<file path="config.mk">
export PLATFORM = sky130hd
export DESIGN_NAME = fb_io_1_2_buf
export DESIGN_NICKNAME = d
export VERILOG_FILES = /design/src/rtl/fb_io_1_2_buf.sv
export SDC_FILE = /design/constraint.sdc
export NUM_CORES = 1
export LEC_CHECK = 0
export CORE_ASPECT_RATIO = 0.8
export CORE_UTILIZATION = 45
export DETAILED_ROUTE_END_ITERATION = 12
export DONT_BUFFER_PORTS = 1
export PLACE_DENSITY = 0.66
export RECOVER_POWER = 50
export SLEW_MARGIN = 20
export SYNTH_ARGS = -nofsm -noshare
export SYNTH_HDL_FRONTEND = slang
export SYNTH_SLANG_ARGS = --single-unit
</file>
<file path="constraint.sdc">
create_clock -name clk -period 5.4 [get_ports clk]
set_input_delay 0.54 -clock clk [delete_from_list [all_inputs] [get_ports clk]]
set_output_delay 0.54 -clock clk [all_outputs]
set_load 0.1 [all_outputs]
</file>
<file path="src/rtl/fb_io_1_2_buf.sv">
// fb_io_1_2_buf: output-side IO block. One valid/ready input stream is buffered
// in a small FIFO and steered to out0, out1, both (broadcast) or alternately
// (round-robin), selected by a 2-bit word loaded through the serial config chain.
module fb_io_1_2_buf #(
  parameter int unsigned size  = 32,
  parameter int unsigned DEPTH = 2
) (
  input  logic            clk,
  input  logic            reset_n,
  input  logic            config_en,
  input  logic            config_in,
  output logic            config_out,
  input  logic [size-1:0] in0,
  input  logic            in0_valid,
  output logic            in0_ready,
  output logic [size-1:0] out0,
  output logic            out0_valid,
  input  logic            out0_ready,
  output logic [size-1:0] out1,
  output logic            out1_valid,
  input  logic            out1_ready
);

  localparam int unsigned CW = $clog2(DEPTH + 1);
  localparam int unsigned PW = (DEPTH > 1) ? $clog2(DEPTH) : 1;

  localparam logic [1:0] MODE_OUT0 = 2'b00;
  localparam logic [1:0] MODE_OUT1 = 2'b01;
  localparam logic [1:0] MODE_BCAST = 2'b10;

  logic [1:0]    cfg_q, cfg_d;
  logic [CW-1:0] count_q, count_d;
  logic [PW-1:0] rd_ptr_q, rd_ptr_d;
  logic [PW-1:0] wr_ptr_q, wr_ptr_d;
  logic          rr_q, rr_d;
  logic [1:0]    sent_q, sent_d;
  logic [size-1:0] mem_q [DEPTH];

  logic            empty;
  logic            full;
  logic            push;
  logic            pop;
  logic            acc0;
  logic            acc1;
  logic [size-1:0] head;

  // FIFO status, input handshake and head data (zero while empty)
  always_comb begin
    empty     = (count_q == '0);
    full      = (count_q == CW'(DEPTH));
    in0_ready = !full && !config_en;
    push      = in0_valid && in0_ready;
    head      = empty ? '0 : mem_q[rd_ptr_q];
    out0      = head;
    out1      = head;
  end

  // Steering per mode: output valids, pop decision, broadcast/round-robin tracking, config shift
  always_comb begin
    out0_valid = 1'b0;
    out1_valid = 1'b0;
    acc0       = 1'b0;
    acc1       = 1'b0;
    pop        = 1'b0;
    sent_d     = sent_q;
    rr_d       = rr_q;
    cfg_d      = cfg_q;
    if (config_en) begin
      cfg_d  = {config_in, cfg_q[1]};
      sent_d = 2'b00;
      rr_d   = 1'b0;
    end else begin
      case (cfg_q)
        MODE_OUT0: begin
          out0_valid = !empty;
          pop        = out0_valid && out0_ready;
        end
        MODE_OUT1: begin
          out1_valid = !empty;
          pop        = out1_valid && out1_ready;
        end
        MODE_BCAST: begin
          out0_valid = !empty && !sent_q[0];
          out1_valid = !empty && !sent_q[1];
          acc0       = out0_valid && out0_ready;
          acc1       = out1_valid && out1_ready;
          pop        = !empty && (sent_q[0] || acc0) && (sent_q[1] || acc1);
          sent_d     = pop ? 2'b00 : (sent_q | {acc1, acc0});
        end
        default: begin
          out0_valid = !empty && !rr_q;
          out1_valid = !empty && rr_q;
          pop        = (out0_valid && out0_ready) || (out1_valid && out1_ready);
          if (pop) rr_d = ~rr_q;
        end
      endcase
    end
  end

  // Pointer wrap and occupancy update
  always_comb begin
    rd_ptr_d = rd_ptr_q;
    wr_ptr_d = wr_ptr_q;
    count_d  = count_q;
    if (push) wr_ptr_d = (wr_ptr_q == PW'(DEPTH - 1)) ? '0 : wr_ptr_q + PW'(1);
    if (pop)  rd_ptr_d = (rd_ptr_q == PW'(DEPTH - 1)) ? '0 : rd_ptr_q + PW'(1);
    case ({push, pop})
      2'b10:   count_d = count_q + CW'(1);
      2'b01:   count_d = count_q - CW'(1);
      default: count_d = count_q;
    endcase
  end

  // Control state registers
  always_ff @(posedge clk or negedge reset_n) begin
    if (!reset_n) begin
      cfg_q    <= 2'b00;
      count_q  <= '0;
      rd_ptr_q <= '0;
      wr_ptr_q <= '0;
      rr_q     <= 1'b0;
      sent_q   <= 2'b00;
    end else begin
      cfg_q    <= cfg_d;
      count_q  <= count_d;
      rd_ptr_q <= rd_ptr_d;
      wr_ptr_q <= wr_ptr_d;
      rr_q     <= rr_d;
      sent_q   <= sent_d;
    end
  end

  // FIFO storage; contents are don't-care while empty so no reset is needed
  always_ff @(posedge clk) begin
    if (push) mem_q[wr_ptr_q] <= in0;
  end

  assign config_out = cfg_q[0];

endmodule

</file>
### Word-level counts from Yosys, hierarchy flattened

Memories as Yosys holds them, arrays and structs flattened.
Index checks and enable logic that the tools add are counted.

| word-level totals | value |
|---|---|
| ROM bits | 0 |
| register bits | 9 |
| logic and storage cells | 67 |
| latch bits | 0 |
| bits in writable memories | 64 |
| memories kept | 1 |
| input port bits | 39 |
| output and inout bits | 68 |

Memories:

| name | words | bits a word | read ports | clocked after memory_dff | write ports | RTL line | text |
|---|---|---|---|---|---|---|---|
| mem_q | 2 | 32 | 1 | 0 | 1 | 37 | `logic [size-1:0] mem_q [DEPTH];` |

| cells by class | value |
|---|---|
| $mul | 0 |
| muxes and demuxes | 18 |
| shift operators | 0 |
| bitwise operators | 2 |
| add/sub/neg operators | 4 |
| eq/ne operators | 6 |
| magnitude comparators | 0 |
| reduce and logical (&&, ||, !) cells | 30 |
| divide/modulo/power cells | 0 |

Operators with widths:

| operator | count |
|---|---|
| $mux 32 | 1 |
| $logic_and 1x1->1 | 14 |
| $mux 1 | 10 |
| $pmux 1 s3 | 3 |
| $eq 2x2->1 const B | 3 |
| $logic_not 1->1 | 6 |
| $mux 2 | 3 |
| $reduce_bool 2->1 | 3 |
| $eq 2x1->1 const B | 2 |
| $logic_not 2->1 | 2 |
| $pmux 2 s2 | 1 |
| $logic_or 1x1->1 | 3 |
| $reduce_or 3->1 | 1 |
| $add 1x1->1 const B | 2 |
| $add 2x1->2 const B | 1 |
| $ne 2x1->1 const B | 1 |
| $or 2x2->2 | 1 |
| $reduce_and 2->1 | 1 |
| $sub 2x1->2 const B | 1 |
| $not 1->1 | 1 |

### Depth between registers and ports, before layout

Gate-level depths: netlist of run 1.

| depth | value |
|---|---|
| word-level depth | 11 |
| depth in mapped cells | 8 |

### Least setup slack after synthesis of run 1

No wires, ideal clock.

| timing path | value |
|---|---|
| path kind | in2reg |
| start point | input config_en |
| end point | memory mem_q[0][0] (enable) |
| setup slack | 0.936 ns |
| cell stages on the path | 4 |
| arrival time | 4.043 ns |
| buffers on the path | 1 |
| path through | clkbuf_1 > a21oi_1 > nand2_1 > nor2_1 |

| between the ends | value |
|---|---|
| cells in the longest elaborated chain, start to end | 5 |

Ends and longest elaborated chain:

| what | RTL line | text |
|---|---|---|
| start: declaration | 10 | `input logic config_en,` |
| $logic_not 1->1 | 51 | `in0_ready = !full && !config_en;` |
| $logic_and 1x1->1 | 51 |  |
| via in0_ready | 15 | `output logic in0_ready,` |
| $logic_and 1x1->1 | 52 | `push = in0_valid && in0_ready;` |
| $mux 1 | 135 | `if (push) mem_q[wr_ptr_q] <= in0;` |
| $mux 1 (implied by the code) | 135 |  |
| end: declaration | 37 |  |

The timed path passes the listed nets, and every way through them passes these cells.

### Final worst setup path of run 1

| timing path | value |
|---|---|
| start point | register cfg_q[0] |
| end point | output out1_valid |

| between the ends | value |
|---|---|
| cells in the longest elaborated chain, start to end | 3 |
| elaborated cells between the ends (all ways) | 5 |

Ends and longest elaborated chain:

| what | RTL line | text |
|---|---|---|
| start: declaration | 31 | `logic [1:0] cfg_q, cfg_d;` |
| start signal: assignment | 124 | `cfg_q <= cfg_d;` |
| $eq 2x2->1, or another cell as far along | 73 | `case (cfg_q)` |
| $pmux 1 s3 * | 73 |  |
| $mux 1 * | 68 | `if (config_en) begin` |
| end: declaration | 20 | `output logic out1_valid,` |

Mark *: on every way between the ends. The rest lies on a longest branch, timed or not.

==> results.sh, run 1 <==
export IMPL_vias_per_cell=5.22
export IMPL_slowest_cell_delay_on_critical_path_ns=1.09
export IMPL_final_antenna_net_count=0
export IMPL_worst_path_max_delay_cell="dfrtp_1"
export IMPL_core_um2=6570
export IMPL_finalWorstPathRequiredPeriod_ns=3.38
export IMPL_peak_freq_ghz=0.296
export IMPL_crit_type="reg2out"
export IMPL_antennaDiodeCount=0
export IMPL_worst_setup_path_end_kind="primary output"
export IMPL_fp_dieH_um=76.7
export IMPL_tritoncts_num_buffers=9
export IMPL_min_path_type="in2reg"
export IMPL_finalWirelength_um=4990
export IMPL_clock_sink_count=73
export IMPL_post_route_cells_drive_above_1_share_pct=31.1
export IMPL_chipWidth_um=95.4
export IMPL_final_min_period_over_clock_period_pct=62.6
export IMPL_cp_top_family="compound AO/OA/AOI/OAI gates"
export IMPL_clock_skew_final_ns=0.00638
export IMPL_synth_yosys_seq_area_share_pct=68.3
export IMPL_worstReg2RegEnd="mem_q[1][9]$_DFFE_PP_"
export IMPL_slew_limit_headroom_pct=-2.09
export IMPL_first_pass_iters=4
export IMPL_cts_tree="yes"
export IMPL_timing_hold_worst_endpoint="rr_q$_DFFE_PN0P_"
export IMPL_synth_cell_area_um2=3140
export IMPL_status="complete, but fails checks"
export IMPL_numPortBuffers=0
export IMPL_finalSetupViolCount=0
export IMPL_die_area_um2=7320
export IMPL_hp_start="config_en"
export IMPL_timing_critical_path_required_ns=4.86
export IMPL_floorplan_initialDensity_pct=47.8
export IMPL_cts_buffer_depth=2
export IMPL_synthesized_area_per_cell_um2=14.2
export IMPL_synth_top_cell_area_share_pct=61.2
export IMPL_detail_route_drc_violations=0
export IMPL_global_route_wire_length_before_repair_um=8020
export IMPL_post_cts_setup_buffer_count=0
export IMPL_path_cells="o21ai_0 > a211oi_4"
export IMPL_detail_route_iter0_violations=51
export IMPL_first_global_vias=1605
export IMPL_num_nets_final=248
export IMPL_grt_start_max_net_pins=34
export IMPL_post_dp_hpwl_um=3200
export IMPL_htree_levels=3
export IMPL_timing_setup_tns_ns=0
export IMPL_netlist_cell_type_count=29
export IMPL_synth_largest_area_cell="edfxtp_1"
export IMPL_syn_instance_count=222
export IMPL_crit_reg2reg_launch="count_q[0]$_DFFE_PN0P_"
export IMPL_clock_insertion_delay_worst_skew_ns=0.33
export IMPL_hold_viol=0
export IMPL_routed_wire_length_per_instance_um=16.8
export IMPL_grt_overflow_total=0
export IMPL_num_io_pins=107
export IMPL_worstSetupStartpointType="register"
export IMPL_synthArstFlopShare_pct=12.3
export IMPL_ys_dominant_reg_cell="edfxtp_1"
export IMPL_violations="max-capacitance violations, max-slew violations"
export IMPL_timing_critical_path_buf_inv=0
export IMPL_number_of_antenna_violations_at_the_first_check_in_global_routing=0
export IMPL_post_synth_most_frequent_cells="edfxtp_1 (64), nor2_1 (37), buf_4 (32), mux2i_1 (32), dfrtp_1 (9)"
export IMPL_synth_nets=262
export IMPL_drv_max_cap_violation_count=1
export IMPL_rrSetupSlack_ns=2.07
export IMPL_worst_setup_hold_path_clk_slew_ns=0.07
export IMPL_critical_path_max_fanout=11
export IMPL_clock_root_buffer="clkbuf_8"
export IMPL_timing_final_max_slew_violations=33
export IMPL_grt_setup_unrepaired="no"
export IMPL_slew_at_the_pin_closest_to_its_max_slew_limit_ns=1.53
export IMPL_vias=1544
export IMPL_hold_path_depth=1
export IMPL_row_count=26
export IMPL_synthMostInstantiatedCell="edfxtp_1"
export IMPL_synth_seq_cells=73
export IMPL_number_of_enable_flip_flop_cells_after_synthesis=64
export IMPL_globalplace_congestion=0.738
export IMPL_area_growth_pct=15.9
export IMPL_leading_cell_types_by_total_area_after_synthesis="edfxtp_1 (61%), mux2i_1 (10%), buf_4 (7.6%)"
export IMPL_ff2ff_path_depth=4
export IMPL_groute_usage_overall_pct=15.1
export IMPL_worstPathArrival_ns=2.84
export IMPL_warning_count_from_the_yosys_run=0
kinds of logic (layout without fill, tap and decap cells):
logic type | after synthesis | count (layout) | synth area share (%)
buffers and inverters | 43 | 33 | 9.16
AOI/OAI and AO/OA | 16 | 16 | 3.03
xor gates and xnor gates | 5 | 5 | 1.39
adders and majority gates | 1 | 1 | 0.398
and+or+nand+nor | 51 | 51 | 7.13
muxes | 33 | 33 | 10.6
DFF | 73 | 73 | 68.3
routing by layer:
metal | up-vias | share of wire (%) | global-route usage (%)
li1 | 735 | - | -
met1 | 742 | 38 | 16.5
met2 | 59 | 50 | 24.7
met3 | 8 | 11 | 7.64
met4 | 0 | 1.4 | 5.82
met5 | - | 0 | 0
worst max-delay path by stage:
stage                            from                     end  cells after the start
6_report         cfg_q[0]$_DFFE_PN0P_              out1_valid                      2
5_1_grt        count_q[0]$_DFFE_PN0P_  mem_q[1][24]$_DFFE_PP_                      4
4_1_cts          cfg_q[0]$_DFFE_PN0P_              out1_valid                      2
3_5_place_dp     cfg_q[0]$_DFFE_PN0P_              out1_valid                      2
3_3_place_gp     cfg_q[0]$_DFFE_PN0P_              out1_valid                      2
2_1_floorplan               config_en   mem_q[0][0]$_DFFE_PP_                      4
worst register-to-register path: cells and delay by family (launching register included):
kind	cells	cell delay, ns
compound gates	1	0.13
buf+inv	2	1.00
flops	1	0.47
simple gates	1	1.33
through the flow:
stage | util, % | std cells | worst slack (ns) | hold slack (ns) | cell area, um2
detailed placement | 52.8 | 279 | 2.33 | 0.245 | 3470
floorplan | - | 222 | 0.936 | 0.244 | 3140
global route | 55.4 | 296 | 1.89 | 0.248 | 3640
CTS | 55.3 | 295 | 1.96 | 0.247 | 3630
finish | 55.4 | 296 | 2.02 | 0.266 | 3640
global placement | 50.3 | 271 | 2.41 | 0.245 | 3310
state kept, by name, summed over array words and instances (netlist names):
| register | count |
|---|---|
| sent_q | 2 |
| rd_ptr_q | 1 |
| count_q | 2 |
| mem_q | 64 |
| cfg_q | 2 |
| rr_q | 1 |
| wr_ptr_q | 1 |
cell usage in the layout, fill, tap and decap left out, types with 2 or more instances in the layout:
cell / count
a211oi_1: 2
nor2_1: 4
nor2_4: 34
clkbuf_8: 9
a21oi_1: 4
xor2_1: 2
o21ai_0: 6
inv_1: 2
buf_4: 4
nand2_1: 4
clkinv_2: 2
dfrtp_1: 8
edfxtp_1: 64
nor3_1: 2
xnor2_1: 3
clkbuf_1: 3
buf_12: 9
mux2i_1: 32
area by class of cell:
type / count / area [um2]
tap: 84 / 105
multi-input combinational: 106 / 976
fill: 545 / 2930
clock buffer: 11 / 131
sequential: 73 / 2150
clock inverter: 4 / 21.3
timing repair buffer: 16 / 251
inverter: 2 / 7.51
timing repair:
| action | in CTS | in global routing |
|---|---|---|
| resized for setup | 0 | 0 |
| hold buffers | 1 | 0 |
| hold endpoints to repair | 9 | 0 |
Power of run 1 is not shown: default switching activity piles up to over one toggle a cycle in this logic, so the estimate is an artifact.
==> inputs of run 2 (changes only) <==
Settings changed: PLACE_DENSITY 0.66 to 0.68.
Clock period 5.4 ns to 3 ns, I/O delays scaled along.
==> run 2 against run 1 <==
The run still ends with max-capacitance violations, max-slew violations left. Global-route usage up 0.68 points. Hold slack worse by 0.25 ns. Die area unchanged. Final cell count up 8.8%. Critical path depth up 1. Core utilization up 2.1 points. Sequential share of layout area down 2.2 points. Flip-flop and latch count unchanged. Setup slack worse by 1.5 ns. Register-to-register slack worse by 1.6 ns.
==> results.sh, run 2 (same netlist as run 1, synthesis figures left out) <==
export IMPL_area_growth_pct=20.4
export IMPL_cts_tree="yes"
export IMPL_grt_start_max_net_pins=33
export IMPL_worst_setup_hold_path_clk_slew_ns=0.07
export IMPL_crit_type="reg2reg"
export IMPL_finalWirelength_um=5340
export IMPL_globalplace_congestion=0.750
export IMPL_final_antenna_net_count=0
export IMPL_slew_limit_headroom_pct=-5.38
export IMPL_num_nets_final=273
export IMPL_row_count=26
export IMPL_post_layout_nonfiller_instances=322
export IMPL_groute_usage_overall_pct=15.7
export IMPL_vias_per_cell=5.08
export IMPL_min_path_type="in2reg"
export IMPL_peak_freq_ghz=0.402
export IMPL_grt_overflow_total=0
export IMPL_number_of_antenna_violations_at_the_first_check_in_global_routing=0
export IMPL_slew_at_the_pin_closest_to_its_max_slew_limit_ns=1.58
export IMPL_detail_route_drc_violations=0
export IMPL_num_io_pins=107
export IMPL_final_min_period_over_clock_period_pct=83.0
export IMPL_worstPathArrival_ns=2.43
export IMPL_floorplan_initialDensity_pct=47.8
export IMPL_clock_sink_count=73
export IMPL_slowest_cell_delay_on_critical_path_ns=1.27
export IMPL_worst_path_max_delay_cell="and3_1"
export IMPL_hold_viol=0
export IMPL_first_pass_iters=4
export IMPL_antennaDiodeCount=0
export IMPL_numPortBuffers=0
export IMPL_grt_setup_unrepaired="no"
export IMPL_dpl_worst_slack_ns=0.991
export IMPL_worstSetupStartpointType="register"
export IMPL_final_setup_worst_slack_ns=0.511
export IMPL_violations="max-capacitance violations, max-slew violations"
export IMPL_path_cells="inv_1 > a21oi_1 > and3_1"
export IMPL_post_route_util_pct=57.5
export IMPL_cts_buffer_depth=2
export IMPL_clock_insertion_delay_worst_skew_ns=0.34
export IMPL_routed_wire_length_per_instance_um=16.6
export IMPL_layout_common_cells="edfxtp_1 (64), buf_4 (34), nor2_4 (33)"
export IMPL_detail_route_iter0_violations=61
export IMPL_register_with_the_most_flip_flops="mem_q"
export IMPL_worst_setup_path_end_kind="register"
export IMPL_clock_skew_final_ns=0.00505
export IMPL_mostFrequentLayoutCell="edfxtp_1"
export IMPL_status="complete, but fails checks"
export IMPL_timing_critical_path_required_ns=2.94
export IMPL_drv_max_cap_violation_count=1
export IMPL_post_place_cells=305
export IMPL_core_um2=6570
export IMPL_vias=1637
export IMPL_critical_path_max_fanout=32
export IMPL_largest_register_ffs=64
export IMPL_chipWidth_um=95.4
export IMPL_global_route_wire_length_before_repair_um=8390
export IMPL_fp_dieH_um=76.7
export IMPL_post_route_cells_drive_above_1_share_pct=38.7
export IMPL_fill_cells=523
export IMPL_finalSetupViolCount=0
export IMPL_first_global_vias=1739
export IMPL_timing_final_max_slew_violations=33
export IMPL_die_area_um2=7320
export IMPL_finalWorstPathRequiredPeriod_ns=2.49
export IMPL_tritoncts_num_buffers=9
export IMPL_clock_root_buffer="clkbuf_8"
export IMPL_htree_levels=3
run 2: path summary, 6_finish.rpt:
check | slack, ns | startpoint | endpoint | cells after the start
setup / recovery | 0.51 | count_q[0]$_DFFE_PN0P_ | mem_q[1][4]$_DFFE_PP_ | 3
hold / removal | 0.02 | config_en | rr_q$_DFFE_PN0P_ | 1
setup reg to reg | 0.51 | count_q[0]$_DFFE_PN0P_ | mem_q[1][4]$_DFFE_PP_ | 3
hold reg to reg | 0.52 | wr_ptr_q$_DFFE_PN0P_ | wr_ptr_q$_DFFE_PN0P_ | 1
max in group asynchronous | 2.36 | reset_n | rd_ptr_q$_DFFE_PN0P_ | 1
min in group asynchronous | 0.32 | reset_n | wr_ptr_q$_DFFE_PN0P_ | 1
run 2: repair_timing:
action / CTS / global route
setup buffers: 0 / 0
endpoints found under the hold margin: 9 / 0
resized for setup: 0 / 0
endpoints found under the setup margin: 0 / 0
hold buffers: 1 / 0
run 2: metrics by stage:
| step | area, um2 | setup TNS [ns] | hold slack (ns) |
|---|---|---|---|
| after global routing | 3780 | 0 | 0.00709 |
| after global placement | 3600 | 0 | 0.00462 |
| final | 3780 | 0 | 0.0188 |
| after detailed placement | 3600 | 0 | 0.00460 |
| after floorplan | 3170 | -0.416 | 0.00441 |
| after CTS | 3800 | 0 | 0.00331 |
run 2: cell type report:
class | instances | area (um2) | area share, %
inverter | 2 | 7.51 | 0.199
sequential | 73 | 2150 | 56.8
timing repair buffer | 41 | 353 | 9.33
multi-input combinational | 106 | 973 | 25.7
tap | 84 | 105 | 2.78
clock buffer | 9 | 124 | 3.28
clock inverter | 7 | 70.1 | 1.85
run 2: critical path, delay by kind of cell, from the launching register on:
family          cells  cell delay [ns]
flops               1             0.47
simple gates        1             1.27
buf+inv             1             0.07
compound gates      1             0.26
run 2: routing by layer:
metal | routed length (um) | vias up | global-route usage (%)
li1 | - | 778 | -
met2 | 2570 | 71 | 25.4
met3 | 477 | 8 | 6.85
met1 | 2200 | 780 | 18.0
met5 | 0 | - | 0
met4 | 88 | 0 | 7.16
Power of run 2 is left out for the same reason.
